### config.mk
export PLATFORM = sky130hd
export DESIGN_NAME = ddr2_cmd_arbiter
export DESIGN_NICKNAME = d
export VERILOG_FILES = /design/src/rtl/ddr2_cmd_arbiter.sv
export SDC_FILE = /design/constraint.sdc
export NUM_CORES = 1
export LEC_CHECK = 0
export BUFFER_PORTS_ARGS = -buffer_cell sky130_fd_sc_hd__buf_2
export CORE_AREA = 2 2 103 105
export CTS_CLUSTER_SIZE = 12
export DETAILED_ROUTE_END_ITERATION = 8
export DIE_AREA = 0 0 105 107
export GPL_ROUTABILITY_DRIVEN = 1
export PLACE_DENSITY = 0.59
export SYNTH_ARGS = -nofsm -noshare
export SYNTH_HDL_FRONTEND = slang
export SYNTH_SLANG_ARGS = --single-unit
### constraint.sdc
create_clock -name clk -period 3.4 [get_ports clk]
set_input_delay 0.51 -clock clk [delete_from_list [all_inputs] [get_ports clk]]
set_output_delay 0.51 -clock clk [all_outputs]
set_load 0.005 [all_outputs]
### src/rtl/ddr2_cmd_arbiter.sv
// ddr2_cmd_arbiter: shares the DDR2 controller command/data port among
// NUM_REQ requesters. Round-robin per command, forwards a command only when
// the controller CMD/DATA FIFOs can take it, and holds the grant for the data
// beats of a block write (BLW).
// Optional build macro: DDR2_ARB_FIXED_PRIO_EN selects lowest-index-wins
// arbitration with rr_ptr held at 0.
module ddr2_cmd_arbiter #(
   parameter int NUM_REQ = 4,
   parameter int IDW     = 3
) (
   input  logic                   clk,
   input  logic                   reset,
   input  logic [NUM_REQ-1:0]     req_valid,
   input  logic [3*NUM_REQ-1:0]   req_cmd,
   input  logic [2*NUM_REQ-1:0]   req_sz,
   input  logic [3*NUM_REQ-1:0]   req_op,
   input  logic [25*NUM_REQ-1:0]  req_addr,
   input  logic [16*NUM_REQ-1:0]  req_din,
   output logic [NUM_REQ-1:0]     req_ready,
   input  logic [6:0]             fillcount,
   input  logic                   notfull,
   output logic [2:0]             cmd,
   output logic [1:0]             sz,
   output logic [2:0]             op,
   output logic [24:0]            addr,
   output logic [15:0]            din,
   output logic                   busy,
   output logic [IDW-1:0]         grant_id
);

   typedef enum logic [1:0] {
      ST_IDLE  = 2'd0,
      ST_GRANT = 2'd1,
      ST_BURST = 2'd2
   } state_t;

   localparam logic [2:0] CMD_NOP = 3'd0;
   localparam logic [2:0] CMD_SCR = 3'd1;
   localparam logic [2:0] CMD_SCW = 3'd2;
   localparam logic [2:0] CMD_BLR = 3'd3;
   localparam logic [2:0] CMD_BLW = 3'd4;
   localparam logic [2:0] CMD_ATR = 3'd5;
   localparam logic [2:0] CMD_ATW = 3'd6;
   localparam logic [2:0] CMD_NP7 = 3'd7;

`ifdef DDR2_ARB_FIXED_PRIO_EN
   localparam bit FIXED_PRIO = 1'b1;
`else
   localparam bit FIXED_PRIO = 1'b0;
`endif

   state_t           state, state_nx;
   logic [IDW-1:0]   owner, owner_nx;
   logic [IDW-1:0]   rr_ptr, rr_nx;
   logic [5:0]       beat_cnt, cnt_nx;

   // Owner's fields, selected by shifting so index widths never mismatch.
   logic             own_valid;
   logic [2:0]       own_cmd;
   logic [1:0]       own_sz;
   logic [2:0]       own_op;
   logic [24:0]      own_addr;
   logic [15:0]      own_din;
   logic [NUM_REQ-1:0] own_onehot;

   logic             dspace, cspace;
   logic             is_nop, needs_data, accept;
   logic [IDW-1:0]   next_rr;

   logic             win_found;
   logic [IDW-1:0]   win_id;

   assign dspace = (fillcount <= 7'd63);
   assign cspace = notfull;

   assign own_onehot = NUM_REQ'(1) << owner;
   assign own_valid  = |(req_valid & own_onehot);
   assign own_cmd    = 3'(req_cmd  >> (3  * owner));
   assign own_sz     = 2'(req_sz   >> (2  * owner));
   assign own_op     = 3'(req_op   >> (3  * owner));
   assign own_addr   = 25'(req_addr >> (25 * owner));
   assign own_din    = 16'(req_din  >> (16 * owner));

   assign is_nop     = (own_cmd == CMD_NOP) || (own_cmd == CMD_NP7);
   assign needs_data = (own_cmd == CMD_SCW) || (own_cmd == CMD_BLW) ||
                       (own_cmd == CMD_ATR) || (own_cmd == CMD_ATW);
   // SCR/BLR only need command FIFO space; writes and atomics need both.
   assign accept     = own_valid &&
                       (is_nop || (cspace && (!needs_data || dspace)));

   // Pointer advances past the owner on completion; fixed priority pins it to 0.
   assign next_rr = FIXED_PRIO ? '0 :
                    (owner == IDW'(NUM_REQ - 1)) ? '0 : owner + 1'b1;

   // Winner search: first valid index from the start point, wrapping.
   always_comb begin
      int            idx;
      logic [NUM_REQ-1:0] sh;
      win_found = 1'b0;
      win_id    = '0;
      idx       = 0;
      sh        = '0;
      for (int i = 0; i < NUM_REQ; i++) begin
         idx = (FIXED_PRIO ? 0 : int'(rr_ptr)) + i;
         if (idx >= NUM_REQ) idx = idx - NUM_REQ;
         sh = req_valid >> idx;
         if (!win_found && sh[0]) begin
            win_found = 1'b1;
            win_id    = IDW'(idx);
         end
      end
   end

   // Next-state and output decode for the IDLE/GRANT/BURST FSM.
   always_comb begin
      // NOTE: every output and next-state term gets a default first, so no
      // path through the case statement can leave one unassigned (no latches).
      state_nx  = state;
      owner_nx  = owner;
      rr_nx     = rr_ptr;
      cnt_nx    = beat_cnt;
      cmd       = '0;
      sz        = '0;
      op        = '0;
      addr      = '0;
      din       = '0;
      busy      = 1'b0;
      grant_id  = '0;
      req_ready = '0;

      case (state)
         ST_IDLE: begin
            if (win_found) begin
               owner_nx = win_id;
               state_nx = ST_GRANT;
            end
         end

         ST_GRANT: begin
            busy     = 1'b1;
            grant_id = owner;
            cmd      = is_nop ? CMD_NOP : own_cmd;
            sz       = own_sz;
            op       = own_op;
            addr     = own_addr;
            din      = own_din;
            if (!own_valid) begin
               // Requester withdrew: drop the grant, pointer untouched.
               state_nx = ST_IDLE;
            end else if (accept) begin
               req_ready = own_onehot;
               if (own_cmd == CMD_BLW) begin
                  // Command beat carried the first word; 8*(sz+1)-1 remain.
                  cnt_nx   = {1'b0, own_sz, 3'b111};
                  state_nx = ST_BURST;
               end else begin
                  rr_nx    = next_rr;
                  state_nx = ST_IDLE;
               end
            end
         end

         ST_BURST: begin
            busy     = 1'b1;
            grant_id = owner;
            din      = own_din;
            if (own_valid && dspace) begin
               req_ready = own_onehot;
               cnt_nx    = beat_cnt - 6'd1;
               if (beat_cnt == 6'd1) begin
                  rr_nx    = next_rr;
                  state_nx = ST_IDLE;
               end
            end
         end

         default: state_nx = ST_IDLE;
      endcase
   end

   // State registers; reset aborts any grant or burst immediately.
   always_ff @(posedge clk or negedge reset) begin
      if (!reset) begin
         state    <= ST_IDLE;
         owner    <= '0;
         rr_ptr   <= '0;
         beat_cnt <= '0;
      end else begin
         // NOTE: non-blocking assignments so all registers update together
         // from the values computed in the same cycle.
         state    <= state_nx;
         owner    <= owner_nx;
         rr_ptr   <= rr_nx;
         beat_cnt <= cnt_nx;
      end
   end

endmodule
; ---- Word level (Yosys, flattened, before mapping)
; Index checks and enable logic that the tools add are counted.
[op_classes]
add_sub_neg = 9
mul = 2
div = 0
n_lt_le_gt_ge = 5
n_eq_ne = 17
shifts = 10
n_mux = 43
bitwise_logic = 1
n_reduce_logical = 25
[op_table]
columns = op, count
row1 = 32-bit 2-to-1 mux, 4
row2 = 4-bit by 32-bit >> shifter with 1-bit output, 4
row3 = 100-bit by 8-bit >> shifter with 25-bit output, 1
row4 = 64-bit by 7-bit >> shifter with 16-bit output, 1
row5 = 3-bit 2-to-1 mux, 14
row6 = 25-bit 2-to-1 mux, 1
row7 = 6-bit 2-to-1 mux, 4
row8 = 12-bit by 5-bit >> shifter with 3-bit output, 2
row9 = 16-bit 2-to-1 mux, 1
row10 = 4-bit by 3-bit subtractor with 5-bit output (second input constant), 3
row11 = 2-bit 2-to-1 mux, 7
row12 = 2-bit != test (second input constant), 7
row13 = 3-bit equality test (second input constant), 4
row14 = 4-bit by 3-bit >= comparator with 1-bit output (second input constant), 3
row15 = 4-bit 2-to-1 mux, 3
row16 = 6-bit one-hot mux with 2 select lines, 1
row17 = 3-bit by 2-bit adder with 4-bit output (second input constant), 2
row18 = 5-bit by 3-bit multiplier with 8-bit output (first input constant), 1
row19 = 4-bit one-hot mux with 2 select lines, 1
row20 = 8-bit by 4-bit >> shifter with 2-bit output, 1
row21 = 7-bit by 6-bit less-or-equal comparator with 1-bit output (second input constant), 1
row22 = 3-bit by 2-bit equality test with 1-bit output (second input constant), 2
row23 = 6-bit by 1-bit equality test with 1-bit output (second input constant), 1
row24 = 1-bit logical AND, 6
row25 = 25 further kinds, 37
[totals]
register_bits = 14
latchBits = 0
ram_bits = 0
mem_bits_ro = 0
input_bits = 210
elab_cells = 116
n_memories = 0

; ---- Longest topological paths before layout
; Gate-level depths: netlist of the first run.
[logic_depth]
word_depth = 15
ltp_mapped = 11
depth_no_buf = 8

; ---- Worst setup path after synthesis of the first run
; Ideal clock, no wire load.
[synth_path]
path_kind = register to output
startpoint = reg owner[0]
endpoint = out req_ready[0]
arrival_time_ns = 2.566
required_time_ns = 2.890
slack_ns = 0.324
stages_incl_launch_ff = 12
n_path_buf = 3
path_cell_list = dfrtp_1 -> buf_6 -> buf_2 -> buf_1 -> inv_1 -> ha_1 -> a22o_1 -> o21bai_1 -> nor2_1 -> nand2_1 -> a21oi_1 -> and2_1
[synth_between]
elab_chain_len = 14
word_cells_on_any_way = 25
classes_between = 1 x mul / 5 x eq/ne / 2 x shift / 4 x mux / 1 x bitwise / 12 x reduce/logical
[synth_rtl]
columns = element, line_no
row1 = from (decl), 53  ; logic [IDW-1:0] owner, owner_nx;
row2 = from (signal assigned), 192  ; owner <= owner_nx;
row3 = 2-bit by 3-bit multiplier with 5-bit output, 78  ; assign own_cmd = 3'(req_cmd >> (3 * owner));
row4 = 12-bit by 5-bit >> shifter with 3-bit output, 78
row5 = 3-bit by 2-bit equality test with 1-bit output / 3-bit equality test (equally long branches), 85  ; assign needs_data = (own_cmd == CMD_SCW) || (own_cmd == CMD_BLW) ||
row6 = 1-bit logical OR (2 in series), 85
row7 = 1-bit logical OR, 86  ; (own_cmd == CMD_ATR) || (own_cmd == CMD_ATW);
row8 = 1-bit logical NOT, 89  ; (is_nop || (cspace && (!needs_data || dspace)));
row9 = 1-bit logical OR, 89
row10 = 1-bit logical AND, 89
row11 = 1-bit logical OR, 89
row12 = 1-bit logical AND, 88  ; assign accept = own_valid &&
row13 = 4-bit 2-to-1 mux, 150  ; end else if (accept) begin
row14 = 4-bit 2-to-1 mux, 147  ; if (!own_valid) begin
row15 = 4-bit one-hot mux with 2 select lines *, 131  ; case (state)
row16 = to (decl), 19  ; output logic [NUM_REQ-1:0] req_ready,
; Every way passes the cells marked *; elsewhere a longest branch is shown, timed or not.

; ---- Worst setup path in the final report of the first run
[layout_path]
startpoint = reg owner[0]
endpoint = out req_ready[1]
; Same word-level chain as after synthesis.

==> results of run 1 <==
[layer usage]
| metal | share of wire, % | global-route usage (%) | vias up |
|---|---|---|---|
| met1 | 39 | 23.7 | 1581 |
| met5 | 0.061 | 0 | - |
| li1 | - | - | 1521 |
| met4 | 1.7 | 5.43 | 2 |
| met2 | 51 | 34.5 | 131 |
| met3 | 8.3 | 5.84 | 18 |
[registers in the layout (all words and copies together), names as in the netlist]
signal	cells
state	2
beat_cnt	6
rr_ptr	3
owner	3
[power by group through the flow]
stage | registers (mW) | clock network [mW] | logic (mW)
after floorplan | 0.256 | 0 | 1.73
after global placement | 0.336 | 0 | 2.46
after detailed placement | 0.338 | 0 | 2.50
after CTS | 0.335 | 0.166 | 2.51
after global routing | 0.350 | 0.175 | 2.74
final | 0.336 | 0.163 | 2.48
[logic make-up (layout without fill, tap and decap cells)]
kind of cell / Yosys count / count (layout) / share of synthesized area [%]
and+or+nand+nor: 100 / 100 / 20.5
muxes: 59 / 59 / 44.5
AOI/OAI and AO/OA: 47 / 47 / 12.7
buffers and inverters: 33 / 284 / 4.94
DFF: 14 / 14 / 12.8
adders and majority gates: 10 / 10 / 4.57
other: 0 / 2 / 0
[worst min-delay path by stage]
stage | from | to
5_1_grt | reset | owner[2]$_DFFE_PN0P_
6_report | reset | owner[2]$_DFFE_PN0P_
2_1_floorplan | reset | beat_cnt[0]$_DFFE_PN0P_
3_3_place_gp | reset | owner[0]$_DFFE_PN0P_
3_5_place_dp | reset | owner[0]$_DFFE_PN0P_
4_1_cts | reset | owner[0]$_DFFE_PN0P_
[cell usage after synthesis, types with 3 or more instances]
| master | instances | area share (%) |
|---|---|---|
| nand2b_1 | 5 | 1.1 |
| o21ai_1 | 3 | 0.55 |
| a21oi_1 | 13 | 2.4 |
| mux4_2 | 50 | 41 |
| inv_1 | 13 | 1.8 |
| o22ai_1 | 3 | 0.69 |
| dfrtp_1 | 14 | 13 |
| nor2b_1 | 18 | 4.1 |
| nand2_1 | 13 | 1.8 |
| ha_1 | 10 | 4.6 |
| mux2i_1 | 7 | 2.6 |
| nor2_1 | 16 | 2.2 |
| buf_2 | 3 | 0.55 |
| buf_1 | 3 | 0.41 |
| a221o_1 | 3 | 1.1 |
| and2_1 | 40 | 9.1 |
| a22o_1 | 4 | 1.3 |
| clkbuf_1 | 13 | 1.8 |
| o21ai_0 | 3 | 0.55 |
[metrics by stage]
stage | instances | instance area [um^2] | hold slack, ps | utilization (%) | power (mW)
after global placement | 646 | 4180 | 423 | 41.4 | 2.80
after floorplan | 263 | 2740 | 214 | - | 1.98
after detailed placement | 646 | 4180 | 425 | 41.4 | 2.84
after global routing | 651 | 4240 | 167 | 42.0 | 3.27
final | 652 | 4240 | 148 | 42.0 | 2.98
after CTS | 650 | 4240 | 157 | 42.0 | 3.02
[area by class of cell]
type	count	area, um^2	share of cell area [%]
sequential	14	355	8.38
multi-input combinational	216	2250	53.1
tap	136	170	4.01
inverter	13	48.8	1.15
timing repair buffer	267	1350	31.9
clock buffer	4	55.1	1.30
antenna	2	5.00	0.118
==> impl_metrics.toml, run 1 <==
[power]
power_frac_seq_pct = 11.3
vdd.ir_drop.worst_uv = 232
switching_share_pct = 44.9
p_per_area_mw_per_mm2 = 701
switching_power_mw = 1.34
power.internal_mw = 1.64
combPwrFrac_pct = 83.2
pwr-share-clk_pct = 5.5
power_leakage_nw = 2.15

[sta]
final_max_slew_viol_count = 0
finalSetupViolCount = 0
period_needed_ps = 3010
rsz0062_at_grt = "false"
tightest_slew_ps = 496
hold_viol = 0
finClkSkew_ps = 6.90
finalSetupTns_ps = 0
final.setup.worst_slack_ps = 392
period_share_pct = 88.5
timing.fmax_mhz = 332
relSlewSlack_pct = 66.7

[placement]
dpl.hpwl_um = 9910
pre_cts_slack_ps = 661
globalplace.congestion = 0.831
port-buffer-count = 260

[cts]
clk_pin_slew_ps = 60
clockBufferDepth = 2
hold_buffers = 0
cts_tree = "done"
ctsResizeCount = 0
cts_buffers = 3
cts-htree-levels = 1
cts_root_buf = "clkbuf_8"
clock_latency_ps = 250
cts.sinks = 14
post_cts_buffers = 0

[worst_setup_path]
slowest_delay_ps = 530
worstPathRequired_ps = 2890
end_kind = "output pin"
path_depth = 9
critical_path_class = "reg2out"
crit_path_cell_trace = "buf_4 > ha_1 > a22o_1 > o21bai_1 > nor2_1 > nand2_1 > a21oi_1 > and2_1 > buf_2"
r2r-end = "state[1]$_DFFE_PN0P_"
critical_path_buf_inv_count = 2
worstRegToRegCells = 7
timing.rr.start = "rr_ptr[0]$_DFFE_PN0P_"
path_max_fanout = 21
crit_end = "req_ready[1]"
cp_data_arrival_time_ps = 2500
critPathLaunch = "owner[0]$_DFFE_PN0P_"
slowest_stage = "dfrtp_4"
cpLargestDelayFamily = "compound AO/OA/AOI/OAI gates"
ff2ff_setup_slack_ps = 740
cp-start-kind = "flop"

[synthesis]
synth_edf_count = 0
yosysSeqAreaShare_pct = 12.8
postSynthCellCount = 263
yosys_warnings = 0
synth_area_per_cell_um2 = 10.4
ys_types = 41
syn_area_mm2 = 0.00274
synth-main-ff-cell = "dfrtp_1"
syn-num-nets = 483
synth_seq_cells = 14
async_flop_share_pct = 100

[detailed_routing]
vias = 3253
final_antenna_net_count = 0
drt_iter0_drc = 142
drc_errors = 0
dr.pass1.iters = 4
viasPerCell = 4.99
wl_um = 11500
wire_per_inst_um = 17.7

[global_route]
first_global_vias = 3407
antenna_found_initial = 3
grt_pass1_wl_um = 17600
grt.overflow.total = 0
grt_max_degree = 29
grt.total_usage_pct = 19.8

[floorplanning]
die_h_um = 107
dieArea_mm2 = 0.0112
ios = 267
die_w_um = 105
core_area_mm2 = 0.0101
initial_utilization_pct = 27.1
row_count = 37

[final_layout]
final_cell_mix = "260 x buf_2, 50 x mux4_2, 40 x and2_1"
drive_above_1_share_pct = 64.0
final_common_cell = "buf_2"
area_growth_pct = 55.0
final_nets = 735
fillerInstances = 1072

[min_path]
min_path_type = "in2async"

[status]
outcome = "finished, final reports clean"

[job]
max_cap_violations = 0
(Power assumes the default switching activity.)
==> run 2, diff against run 1 <==
- ABC_AREA: default -> 1
- PLACE_DENSITY: 0.59 -> 0.63
==> impl_metrics.toml, run 2 <==
[job]
max_cap_violations = 0

[power]
switching_power_mw = 2.09
pwr-share-clk_pct = 4.6
power_leakage_nw = 2.46
p_per_area_mw_per_mm2 = 802
power.internal_mw = 1.50
combPwrFrac_pct = 86.5
vdd.ir_drop.worst_uv = 506
switching_share_pct = 58.3
power_frac_seq_pct = 8.9

[final_layout]
final_util_pct = 44.3
largest_register_ffs = 6
seqCellArea_um2 = 355
area_growth_pct = 46.0
post-route-cell-area_mm2 = 0.00447
drive_above_1_share_pct = 38.0
multi_input_area_mm2 = 0.00241
fillerInstances = 1158
regMostFlops = "beat_cnt"
final_common_cell = "buf_2"
final_cell_mix = "260 x buf_2, 193 x nor2_1, 95 x o21ai_0"
final_nets = 1035
reg.largest.list = "beat_cnt x6, owner x3, rr_ptr x3"

[synthesis]
syn_area_mm2 = 0.00306
synth_area_per_cell_um2 = 5.26
synth_edf_count = 0
synth_seq_cells = 14
yosysSeqAreaShare_pct = 11.4
yosysTopAreaCell = "nor2_1"
postSynthCellCount = 582
ys_types = 41
async_flop_share_pct = 100
synth.area.top_cells = "nor2_1 24%, o21ai_0 16%, dfrtp_1 11%, nand2_1 8.6%, a21oi_1 8.2%"
yosys.area.top_type_share_pct = 23.7
synth-main-ff-cell = "dfrtp_1"
syn-num-nets = 802
ys_top_cells_by_count = "193 x nor2_1, 95 x o21ai_0, 70 x nand2_1, 50 x a21oi_1, 30 x nand3_1"
yosys_warnings = 0
synth_most_common_cell = "nor2_1"

[global_route]
grt_pass1_wl_um = 20700
grt_max_degree = 69
grt.total_usage_pct = 22.7
first_global_vias = 4032
antenna_found_initial = 2
grt.overflow.total = 0

[cts]
clockBufferDepth = 2
cts-htree-levels = 1
cts_buffers = 3
ctsResizeCount = 0
cts_tree = "done"
cts_root_buf = "clkbuf_8"
clock_latency_ps = 250
clk_pin_slew_ps = 60
hold_buffers = 0
cts.sinks = 14
post_cts_buffers = 0

[detailed_routing]
wl_met2_um = 6120
final_antenna_net_count = 0
met3_length_um = 1160
highest_layer = "met5"
viasPerCell = 4.75
wl_met1_um = 6020
drc_errors = 0
drt_iter0_drc = 296
wire_per_inst_um = 14.2
vias = 4520
wl_um = 13500
dr.pass1.iters = 4

[worst_setup_path]
slowest_stage = "buf_4"
crit_path_cell_trace = "buf_4 > buf_4 > nor2_1 > nor2_1 > o21ai_0 > a21oi_1 > buf_2"
critical_path_buf_inv_count = 3
critical_path_class = "reg2out"
end_kind = "output pin"
worstPathRequired_ps = 2890
cp-start-kind = "flop"
cp_data_arrival_time_ps = 2430
cpLargestDelayFamily = "buffers and inverters"
path_max_fanout = 67
slowest_delay_ps = 540

[sta]
finalSetupViolCount = 0
timing.fmax_mhz = 340
finalSetupTns_ps = 0
rsz0062_at_grt = "false"
finClkSkew_ps = 1.54
relSlewSlack_pct = 55.1
final_max_slew_viol_count = 0
period_needed_ps = 2940
period_share_pct = 86.6
hold_viol = 0
tightest_slew_ps = 674

[floorplanning]
row_count = 37
ios = 267
initial_utilization_pct = 30.3
die_w_um = 105
die_h_um = 107
dieArea_mm2 = 0.0112
core_area_mm2 = 0.0101

[status]
outcome = "finished, final reports clean"

[placement]
dpl.hpwl_um = 10500
port-buffer-count = 260
globalplace.congestion = 0.884
dpl_cell_area_mm2 = 0.00442

[min_path]
min_path_type = "in2async"
## run 2: cell count changes after synthesis, moves of 18 or more
| cell | change |
|---|---|
| nor2_1 | +177 |
| o21ai_0 | +92 |
| nand2_1 | +57 |
| mux4_2 | -50 |
| and2_1 | -39 |
| a21oi_1 | +37 |
| nand3_1 | +29 |
| nor2b_1 | -18 |
## run 2: worst paths after layout
check                                         from                 endpoint  slack, ps  cells past startpoint
min in group clk           beat_cnt[1]$_DFFE_PN0P_  beat_cnt[1]$_DFFE_PN0P_        520                      2
hold / removal                               reset  beat_cnt[5]$_DFFE_PN0P_        150                      1
setup / recovery              owner[0]$_DFFE_PN0P_                  addr[2]        460                      7
max in group asynchronous                    reset     owner[0]$_DFFE_PN0P_       2980                      1
hold reg to reg            beat_cnt[1]$_DFFE_PN0P_  beat_cnt[1]$_DFFE_PN0P_        520                      2
setup reg to reg              owner[0]$_DFFE_PN0P_  beat_cnt[2]$_DFFE_PN0P_       1100                     11
## run 2: layout make-up
| cell class | count | share of cell area, % |
|---|---|---|
| diodes | 1 | 0.0559 |
| clock buffers | 4 | 1.23 |
| inverters | 32 | 2.69 |
| multi-input cells | 496 | 53.8 |
| flip-flops and latches | 14 | 7.94 |
| well taps | 136 | 3.80 |
| repair buffers | 268 | 30.4 |
## run 2: logic make-up (layout without fill, tap and decap cells)
family | Yosys count | in the layout | share of synthesized area, %
DFF | 14 | 14 | 11.4
and+or+nand+nor | 322 | 322 | 45.2
buffers and inverters | 72 | 304 | 9.93
other | 0 | 1 | 0
xor gates and xnor gates | 2 | 2 | 0.572
AOI/OAI and AO/OA | 162 | 162 | 28.8
adders and majority gates | 10 | 10 | 4.08
## run 2: through the flow
step / total power, mW / setup WS, ps / hold slack (ps) / cells
global placement: 3.44 / 747 / 427 / 946
CTS: 3.61 / 443 / 160 / 950
global route: 4.04 / 233 / 176 / 950
finish: 3.59 / 455 / 151 / 951
detailed placement: 3.43 / 719 / 427 / 946
floorplan: 2.45 / 895 / 214 / 582
## run 2: layer usage
layer | track usage (%) | vias up
met3 | 6.08 | 16
met2 | 36.9 | 178
met5 | 0 | -
met1 | 30.6 | 1953
li1 | - | 2371
met4 | 3.62 | 2
## run 2: power groups by stage
stage / Combinational [mW] / Clock (mW) / Sequential [mW]
after floorplan: 2.15 / 0 / 0.293
after global placement: 3.12 / 0 / 0.322
after detailed placement: 3.11 / 0 / 0.322
after CTS: 3.12 / 0.170 / 0.320
after global routing: 3.53 / 0.174 / 0.334
final: 3.10 / 0.165 / 0.320
